==> src/rtl/midi_btn_ctrl.sv <==
// N-button MIDI note controller: per-button sync/debounce lanes feed a lowest-index
// arbiter and a 31250-baud 8N1 transmitter emitting Note On / Note Off messages.

module midi_btn_ctrl_db #(
  parameter int DEBOUNCE_CNT = 50000
) (
  input  logic clk,
  input  logic rst,
  input  logic din,
  output logic db
);
  localparam int CW = (DEBOUNCE_CNT > 1) ? $clog2(DEBOUNCE_CNT + 1) : 1;

  logic          sync1_q, sync2_q;
  logic          db_q, db_d;
  logic [CW-1:0] cnt_q, cnt_d;

  // Counter runs only while the synchronised input disagrees with the accepted
  // state; any return to agreement restarts the stability window.
  always_comb begin
    db_d  = db_q;
    cnt_d = '0;
    if (sync2_q != db_q) begin
      if (cnt_q == CW'(DEBOUNCE_CNT - 1)) db_d = sync2_q;
      else                                cnt_d = cnt_q + 1'b1;
    end
  end

  always_ff @(posedge clk) begin
    if (!rst) begin
      sync1_q <= 1'b0;
      sync2_q <= 1'b0;
      db_q    <= 1'b0;
      cnt_q   <= '0;
    end else begin
      sync1_q <= din;
      sync2_q <= sync1_q;
      db_q    <= db_d;
      cnt_q   <= cnt_d;
    end
  end

  assign db = db_q;
endmodule

module midi_btn_ctrl #(
  parameter int NUM_BTN        = 4,
  parameter int BAUD_CNT_HALF  = 800,
  parameter int DEBOUNCE_CNT   = 50000,
  parameter int BASE_NOTE      = 60,
  parameter int RUNNING_STATUS = 0,
  parameter int NOTE_OFF_VEL0  = 0,
  parameter int LED_STRETCH    = 2500000
) (
  input  logic               clk,
  input  logic               rst,
  input  logic [NUM_BTN-1:0] btn,
  input  logic [3:0]         midi_ch,
  input  logic [6:0]         velocity,
  output logic               midi_tx,
  output logic               busy,
  output logic               led_act,
  output logic               led_held
);
  localparam int BIT_CLKS = 2 * BAUD_CNT_HALF;
  localparam int BW       = (BIT_CLKS > 2) ? $clog2(BIT_CLKS) : 1;
  localparam int IW       = (NUM_BTN > 1) ? $clog2(NUM_BTN) : 1;
  localparam int LW       = (LED_STRETCH > 1) ? $clog2(LED_STRETCH + 1) : 1;
  localparam logic [6:0] BASE7 = 7'(BASE_NOTE % 128);

  typedef enum logic [2:0] {S_IDLE, S_LOAD, S_START, S_DATA, S_STOP} state_t;

  logic [NUM_BTN-1:0] db, pending;
  logic [NUM_BTN-1:0] sent_q, sent_d;
  state_t             state_q, state_d;
  logic [IW-1:0]      idx_q, idx_d, sel_idx;
  logic [BW-1:0]      cnt_q, cnt_d;
  logic [2:0]         bit_q, bit_d;
  logic [1:0]         nbytes_q, nbytes_d;
  logic [23:0]        msg_q, msg_d;
  logic [7:0]         last_status_q, last_status_d;
  logic [LW-1:0]      led_cnt_q, led_cnt_d;
  logic               tx_q, tx_d;
  logic               busy_q, busy_d;
  logic               led_held_q, led_held_d;
  logic               st;
  logic [6:0]         note, vel;
  logic [7:0]         status, b3;

  for (genvar gi = 0; gi < NUM_BTN; gi++) begin : g_db
    midi_btn_ctrl_db #(.DEBOUNCE_CNT(DEBOUNCE_CNT)) u_db (
      .clk (clk),
      .rst (rst),
      .din (btn[gi]),
      .db  (db[gi])
    );
  end

  assign pending = db ^ sent_q;

  // Descending scan so the lowest pending index is the last one written.
  always_comb begin
    sel_idx = '0;
    for (int i = NUM_BTN - 1; i >= 0; i--)
      if (pending[i]) sel_idx = IW'(i);
  end

  always_comb begin
    state_d       = state_q;
    idx_d         = idx_q;
    cnt_d         = cnt_q;
    bit_d         = bit_q;
    nbytes_d      = nbytes_q;
    msg_d         = msg_q;
    sent_d        = sent_q;
    last_status_d = last_status_q;
    led_cnt_d     = (led_cnt_q != '0) ? led_cnt_q - 1'b1 : '0;
    st            = 1'b0;
    note          = '0;
    vel           = '0;
    status        = '0;
    b3            = '0;
    case (state_q)
      S_IDLE: if (|pending) begin
        state_d = S_LOAD;
        idx_d   = sel_idx;
      end
      S_LOAD: begin
        st          = db[idx_q];
        sent_d[idx_q] = st;
        note        = BASE7 + 7'(idx_q);
        vel         = (velocity == 7'd0) ? 7'd1 : velocity;
        if (st)                 begin status = {4'h9, midi_ch}; b3 = {1'b0, vel}; end
        else if (NOTE_OFF_VEL0 != 0) begin status = {4'h9, midi_ch}; b3 = 8'h00;  end
        else                    begin status = {4'h8, midi_ch}; b3 = 8'h40;        end
        // Byte 0 sits in msg[7:0]; the whole word shifts right one bit per data bit.
        if (RUNNING_STATUS != 0 && status == last_status_q) begin
          msg_d    = {8'h00, b3, 1'b0, note};
          nbytes_d = 2'd2;
        end else begin
          msg_d    = {b3, 1'b0, note, status};
          nbytes_d = 2'd3;
        end
        last_status_d = status;
        led_cnt_d     = LW'(LED_STRETCH);
        cnt_d         = BW'(BIT_CLKS - 1);
        state_d       = S_START;
      end
      S_START: begin
        if (cnt_q == '0) begin
          cnt_d   = BW'(BIT_CLKS - 1);
          bit_d   = 3'd0;
          state_d = S_DATA;
        end else cnt_d = cnt_q - 1'b1;
      end
      S_DATA: begin
        if (cnt_q == '0) begin
          cnt_d = BW'(BIT_CLKS - 1);
          msg_d = msg_q >> 1;
          if (bit_q == 3'd7) state_d = S_STOP;
          else               bit_d   = bit_q + 3'd1;
        end else cnt_d = cnt_q - 1'b1;
      end
      S_STOP: begin
        if (cnt_q == '0) begin
          if (nbytes_q > 2'd1) begin
            nbytes_d = nbytes_q - 2'd1;
            cnt_d    = BW'(BIT_CLKS - 1);
            state_d  = S_START;
          end else state_d = S_IDLE;
        end else cnt_d = cnt_q - 1'b1;
      end
      default: state_d = S_IDLE;
    endcase

    // Line level and busy are decoded from the next state so they register cleanly.
    case (state_d)
      S_START: tx_d = 1'b0;
      S_DATA:  tx_d = msg_d[0];
      default: tx_d = 1'b1;
    endcase
    busy_d     = (state_d == S_START) || (state_d == S_DATA) || (state_d == S_STOP);
    led_held_d = |db;
  end

  always_ff @(posedge clk) begin
    if (!rst) begin
      state_q       <= S_IDLE;
      idx_q         <= '0;
      cnt_q         <= '0;
      bit_q         <= '0;
      nbytes_q      <= '0;
      msg_q         <= '0;
      sent_q        <= '0;
      last_status_q <= '0;
      led_cnt_q     <= '0;
      tx_q          <= 1'b1;
      busy_q        <= 1'b0;
      led_held_q    <= 1'b0;
    end else begin
      state_q       <= state_d;
      idx_q         <= idx_d;
      cnt_q         <= cnt_d;
      bit_q         <= bit_d;
      nbytes_q      <= nbytes_d;
      msg_q         <= msg_d;
      sent_q        <= sent_d;
      last_status_q <= last_status_d;
      led_cnt_q     <= led_cnt_d;
      tx_q          <= tx_d;
      busy_q        <= busy_d;
      led_held_q    <= led_held_d;
    end
  end

  assign midi_tx  = tx_q;
  assign busy     = busy_q;
  assign led_act  = (led_cnt_q != '0);
  assign led_held = led_held_q;
endmodule
==> config.mk <==
export PLATFORM = sky130hd
export DESIGN_NAME = midi_btn_ctrl
export DESIGN_NICKNAME = d
export VERILOG_FILES = /design/src/rtl/midi_btn_ctrl.sv
export SDC_FILE = /design/constraint.sdc
export NUM_CORES = 1
export LEC_CHECK = 0
export ABC_CLOCK_PERIOD_IN_PS = 3800
export CAP_MARGIN = 10
export CORE_MARGIN = 5
export CORE_UTILIZATION = 58
export CTS_CLUSTER_DIAMETER = 50
export DETAILED_ROUTE_END_ITERATION = 10
export GPL_TIMING_DRIVEN = 0
export PLACE_DENSITY = 0.82
export SLEW_MARGIN = 20
export SYNTH_ARGS = -nofsm -noshare
export SYNTH_HDL_FRONTEND = slang
export SYNTH_SLANG_ARGS = --single-unit
==> constraint.sdc <==
create_clock -name clk -period 3.8 [get_ports clk]
set_input_delay 0.76 -clock clk [delete_from_list [all_inputs] [get_ports clk]]
set_output_delay 0.76 -clock clk [all_outputs]
set_load 0.005 [all_outputs]
==> results of run 1 <==
[path summary, 6_finish.rpt]
| check | slack (ns) | end | cells past startpoint | startpoint |
|---|---|---|---|---|
| setup / recovery | 0.19 | led_act | 7 | led_cnt_q[16] |
| hold / removal | 0.43 | g_db[0].u_db.sync2_q | 1 | g_db[0].u_db.sync1_q |
| setup reg to reg | 0.71 | msg_q[19] | 9 | cnt_q[0] |
| hold reg to reg | 0.43 | g_db[0].u_db.sync2_q | 1 | g_db[0].u_db.sync1_q |
[layout by cell type (no fill, tap or decap), drive strengths merged, types with 4 or more instances in the layout]
master         count
dfxtp            149
nor2             124
nand2             55
clkbuf            51
xnor2             45
a21oi             39
xor2              39
nand3             38
nor3              31
clkdlybuf4s50     20
inv               19
and2              14
o21ai             13
mux2i             13
and3              13
nand4             12
nor4              11
ha                 9
or3                9
or4                8
a31oi              8
and4               7
o21a               6
a22oi              6
nor2b              5
a32oi              5
or2                4
clkinvlp           4
clkinv             4
[routing by layer]
metal  share of wire, %  up-vias  global-route usage (%)  routed length, um
met1                 46     2538                   26.81               6111
met2                 49      111                   36.67               6501
met3                4.0       24                   4.700                529
li1                   -     2680                       -                  -
met4                1.8        0                   8.662                245
met5                  0        -                       0                  0
[layout make-up]
type | count | share of cell area [%]
Multi-Input combinational cell | 551 | 44.78
Sequential cell | 149 | 39.79
Clock buffer | 21 | 6.142
Timing Repair Buffer | 20 | 2.670
Tap cell | 140 | 2.336
Buffer | 33 | 1.702
Clock inverter | 11 | 1.686
Inverter | 18 | 0.9012
[power by group through the flow]
stage	clock network [W]	registers [W]	logic (W)
after floorplan	0	0.00174	0.000554
after global placement	0	0.00176	0.000674
after detailed placement	0	0.00176	0.000694
after CTS	0.00167	0.00173	0.000705
after global routing	0.00175	0.00175	0.000813
final	0.00165	0.00173	0.000715
[registers in the layout (all words and copies together) (netlist names)]
name / cells
cnt_q: 11
idx_q: 2
g_db.u_db.db: 4
busy: 1
state_q: 3
sent_q: 4
msg_q: 23
led_cnt_q: 22
midi_tx: 1
nbytes_q: 2
g_db.u_db.sync1_q: 4
g_db.u_db.sync2_q: 4
bit_q: 3
g_db.u_db.cnt_q: 64
led_held: 1
[cells by family (layout without fill, tap and decap cells)]
logic type,Yosys count,in the layout,synth area share (%)
flip-flops,149,149,45.76
XOR/XNOR,84,84,11.29
buffers and inverters,51,103,2.994
AND/OR/NAND/NOR,347,347,26.28
multiplexers,14,14,2.342
adder cells (fa/ha/maj),9,9,1.727
AO/OA/AOI/OAI,97,97,9.616
[timing repair]
action | CTS | global route
setup buffers | 0 | 0
gates resized for setup | 0 | 2
setup endpoints to repair | 0 | 1
[through the flow]
stage / util, % / hold slack [ns]
floorplan: - / 0.4119
detailed placement: 63.04 / 0.4169
global route: 68.56 / 0.4469
global placement: 63.04 / 0.4156
CTS: 68.41 / 0.4330
finish: 68.56 / 0.4304
==> flow_summary.yaml, run 1 <==
clock_network:
  cts_hold_buf: 0
  h-tree-depth: 4
  cts_root_buf: "clkbuf_16"
  clock_latency_ns: 0.42
  path_clk_slew_ns: 0.06
  cts_buffers: 17
  cts_max_path_buffers: 2
  clock-sinks: 149
  cts_tree: "built"
synthesis:
  synth_area_sq_mm: 0.006519
  synthArstFlopShare_pct: 0
  synthTopCellsByArea: "dfxtp_1 46%, nor2_1 7.1%, xnor2_1 6.0%, xor2_1 5.2%, nand2_1 3.2%"
  netlist_top_cells_count: "149 x dfxtp_1, 124 x nor2_1, 55 x nand2_1, 45 x xnor2_1"
  syn_area_per_cell_sq_um: 8.680
  synth_most_common_cell: "dfxtp_1"
  synth_cell_types: 55
  postSynthCellCount: 751
  ys_seq_elements: 149
  synth_enable_flop_cells: 0
  yosys.area.top_type: "dfxtp_1"
  synth_top_cell_area_share_pct: 45.76
  synthFlopType: "dfxtp_1"
  synth.yosys.warnings: 0
  syn_nets: 777
  yosysSeqAreaShare_pct: 45.76
finish:
  stdcell_count: 943
  fin_nets: 816
  ff_latch_area_sq_mm: 0.002983
  fillerInstances: 827
  num_antenna_cells: 0
  layout-drive-gt1-share_pct: 6.227
  design_area_sq_mm: 0.007497
  multi_input_area_sq_mm: 0.003357
  areaGrowthSynthToFinish_pct: 15.01
placed_design:
  port_buffers: 20
  place_hpwl_um: 9007
  place_ws_ns: 0.5372
  placed_area_sq_mm: 0.006894
  post-place-cells: 911
  routabilityCongestion: 0.9102
timing:
  fin_crit_sh_pct: 94.95
  rsz0062_at_grt: "no"
  setup_ws_ns: 0.1918
  period_needed_ns: 3.608
  fmax_mhz: 277.1
  fin_skew_ns: 0.005098
  tightest_slew_ns: 0.9558
  slew_headroom_pct: 36.11
  finalMaxSlewViolations: 0
  hold_violations: 0
  final-setup-viol-count: 0
  tns_ns: 0
grt:
  antenna_found_initial: 0
  grt_pass1_vias: 5188
  gr-usage-all-layers_pct: 21.63
  grt_pass1_wl_um: 23450
  grt_max_degree: 17
  overflow: 0
setup_path:
  required_ns: 3.04
  crit_path_end_kind: "output pin"
  crit_family: "simple AND/OR/NAND/NOR gates"
  path_class: "register to output pin"
  critPathSlowestCell: "or4_1"
  cp_slowest_stage_delay_ns: 0.53
  crit_path_start_kind: "register"
  critPathArrivalTime_ns: 2.85
  critical_path_buf_inv_count: 4
  cp_max_fo: 8
  worstPathCellList: "or4_1 -> clkbuf_1 -> nor3_2 -> and4_1 -> clkbuf_1 -> inv_1 -> clkdlybuf4s50_1"
  cpMostUsedCell: "clkbuf_1"
pwr:
  power_frac_clock_pct: 40.2
  p_int_w: 0.002974
  total_power_w: 0.004094
  power_density_mw_per_mm2: 546.0
  swShare_pct: 27.34
  leakage_nw: 2.642
  power.switching_w: 0.001119
  p_seq_share_pct: 42.3
  max-vdd-ir-drop_mv: 0.3332
  p_comb_share_pct: 17.5
die:
  core_area_sq_mm: 0.01094
  rows: 38
  dieArea_sq_mm: 0.01346
  dieHeight_um: 116.0
  die_x_um: 116.0
  pin_count: 21
  initial_core_util_pct: 59.61
detailed_routing:
  firstDrtPassIters: 5
  via_count: 5353
  vias_per_cell: 5.677
  drc: 0
  first_iter_violations: 335
  wl_per_cell_um: 14.20
  postRouteAntennaNets: 0
  wl_um: 13390
job:
  maxCapViolCount: 0
min_path:
  hold_class: "register to register"
run_status:
  status: "complete, no violations"
Note: power is estimated with default switching activity, not from simulation.
==> run 2, diff against run 1 <==
CAP_MARGIN = 20   (was 10)
SLEW_MARGIN = unset   (was 20)
==> run 2 against run 1 <==
Against the previous run: clock power barely moved; total power about the same; non-clock buffer count grew 1; final area unchanged; critical path type unchanged; die area unchanged; sequential power hardly changed; sequential share of layout area is the same; clock skew rose by 0.00092 ns; critical path depth unchanged.
==> flow_summary.yaml, run 2 (synthesized netlist as in run 1, its figures left out) <==
timing:
  fmax_mhz: 277.3
  finalMaxSlewViolations: 0
  final-setup-viol-count: 0
  tns_ns: 0
  fin_skew_ns: 0.006016
  rsz0062_at_grt: "no"
  fin_crit_sh_pct: 94.91
  slew_headroom_pct: 36.35
  tightest_slew_ns: 0.9523
  hold_violations: 0
  period_needed_ns: 3.607
pwr:
  p_seq_share_pct: 42.3
  power.switching_w: 0.001117
  p_int_w: 0.002975
  leakage_nw: 2.643
  power_density_mw_per_mm2: 545.8
  max-vdd-ir-drop_mv: 0.3332
  power_frac_clock_pct: 40.2
  swShare_pct: 27.30
  p_comb_share_pct: 17.5
finish:
  largest_reg_flops: 64
  fin_nets: 817
  design_area_sq_mm: 0.007497
  num_antenna_cells: 0
  areaGrowthSynthToFinish_pct: 15.01
  final_common_cell: "dfxtp_1"
  largest-register: "g_db.u_db.cnt_q"
  reg_top3: "g_db.u_db.cnt_q (64), msg_q (23), led_cnt_q (22)"
  layout-drive-gt1-share_pct: 6.219
  final_cell_mix: "149 x dfxtp_1, 124 x nor2_1, 55 x nand2_1"
setup_path:
  crit_path_end_kind: "output pin"
  cp_slowest_stage_delay_ns: 0.53
  critPathArrivalTime_ns: 2.85
  cpMostUsedCell: "clkbuf_1"
  cp_max_fo: 8
  crit_family: "simple AND/OR/NAND/NOR gates"
  worstPathCellList: "or4_1 -> clkbuf_1 -> nor3_2 -> and4_1 -> clkbuf_1 -> inv_1 -> clkdlybuf4s50_1"
  r2r_cells: 9
  required_ns: 3.04
  path_class: "register to output pin"
  crit_path_start_kind: "register"
  cp.depth: 7
  critPathSlowestCell: "or4_1"
  critical_path_buf_inv_count: 4
detailed_routing:
  wl_per_cell_um: 14.14
  wl_um: 13340
  first_iter_violations: 362
  firstDrtPassIters: 5
  vias_per_cell: 5.675
  drc: 0
  via_count: 5357
  postRouteAntennaNets: 0
clock_network:
  clock-sinks: 149
  h-tree-depth: 4
  path_clk_slew_ns: 0.06
  cts_hold_buf: 0
  clock_latency_ns: 0.42
  cts_root_buf: "clkbuf_16"
  cts_tree: "built"
  cts_max_path_buffers: 2
  cts_resized: 0
  post_cts_buffers: 0
  cts_buffers: 17
run_status:
  status: "complete, no violations"
grt:
  gr-usage-all-layers_pct: 21.63
  grt_pass1_vias: 5188
  grt_max_degree: 17
  antenna_found_initial: 0
  overflow: 0
  grt_pass1_wl_um: 23450
job:
  maxCapViolCount: 0
die:
  initial_core_util_pct: 59.61
  dieArea_sq_mm: 0.01346
  die_x_um: 116.0
  pin_count: 21
  dieHeight_um: 116.0
  core_area_sq_mm: 0.01094
  rows: 38
placed_design:
  port_buffers: 20
  place_hpwl_um: 9007
  placed_area_sq_mm: 0.006894
  routabilityCongestion: 0.9102
min_path:
  min_path_cells: 1
  hold_class: "register to register"
[run 2: cell types whose count changed in the layout (fill, tap and decap cells not counted)]
| cell | previous run | this run |
|---|---|---|
| buf_2 | 3 | 4 |
| nor3b_1 | 2 | 3 |
| nor3b_2 | 1 | 0 |
[run 2: layer usage]
metal | part of all wire, % | track usage, % | vias to the layer above
met4 | 1.8 | 8.662 | 0
li1 | - | - | 2680
met2 | 49 | 36.67 | 103
met3 | 3.6 | 4.700 | 22
met1 | 46 | 26.81 | 2552
met5 | 0 | 0 | -
[run 2: cell type report]
class,instances,area [sq um]
inverter,18,67.56
multi-input combinational,551,3352
fill,828,3438
tap,140,175.2
timing repair buffer,21,205.2
clock buffer,21,460.4
buffer,33,127.6
sequential,149,2983
clock inverter,11,126.4
[run 2: metrics by stage]
step / instances / util, % / hold WS, ns / power [W] / setup slack, ns
floorplan: 751 / - / 0.4119 / 0.002298 / 1.281
global placement: 911 / 63.04 / 0.4156 / 0.002429 / 0.5863
detailed placement: 911 / 63.04 / 0.4169 / 0.002456 / 0.5372
CTS: 943 / 68.41 / 0.4330 / 0.004104 / 0.03101
global route: 944 / 68.56 / 0.4469 / 0.004308 / 0.08570
finish: 944 / 68.56 / 0.4318 / 0.004092 / 0.1933
[run 2: power groups by stage]
stage	logic (W)	clock network, W	registers, W
finish	0.000715	0.00164	0.00173
global route	0.000813	0.00175	0.00175
CTS	0.000705	0.00167	0.00173
detailed placement	0.000694	0	0.00176
global placement	0.000674	0	0.00176
floorplan	0.000554	0	0.00174
[run 2: final timing paths]
path / from / to / slack (ns)
setup / recovery: led_cnt_q[16] / led_act / 0.19
hold / removal: g_db[0].u_db.sync1_q / g_db[0].u_db.sync2_q / 0.43
setup reg to reg: cnt_q[0] / msg_q[19] / 0.71
hold reg to reg: g_db[0].u_db.sync1_q / g_db[0].u_db.sync2_q / 0.43
[run 2: worst register-to-register path, delay by kind of cell, from the launching register on]
family,cells,cell delay (ns)
adder cells (fa/ha/maj),1,0.17
AND/OR/NAND/NOR,3,1.58
flip-flops,1,0.33
AO/OA/AOI/OAI,2,0.32
buffers and inverters,3,0.56
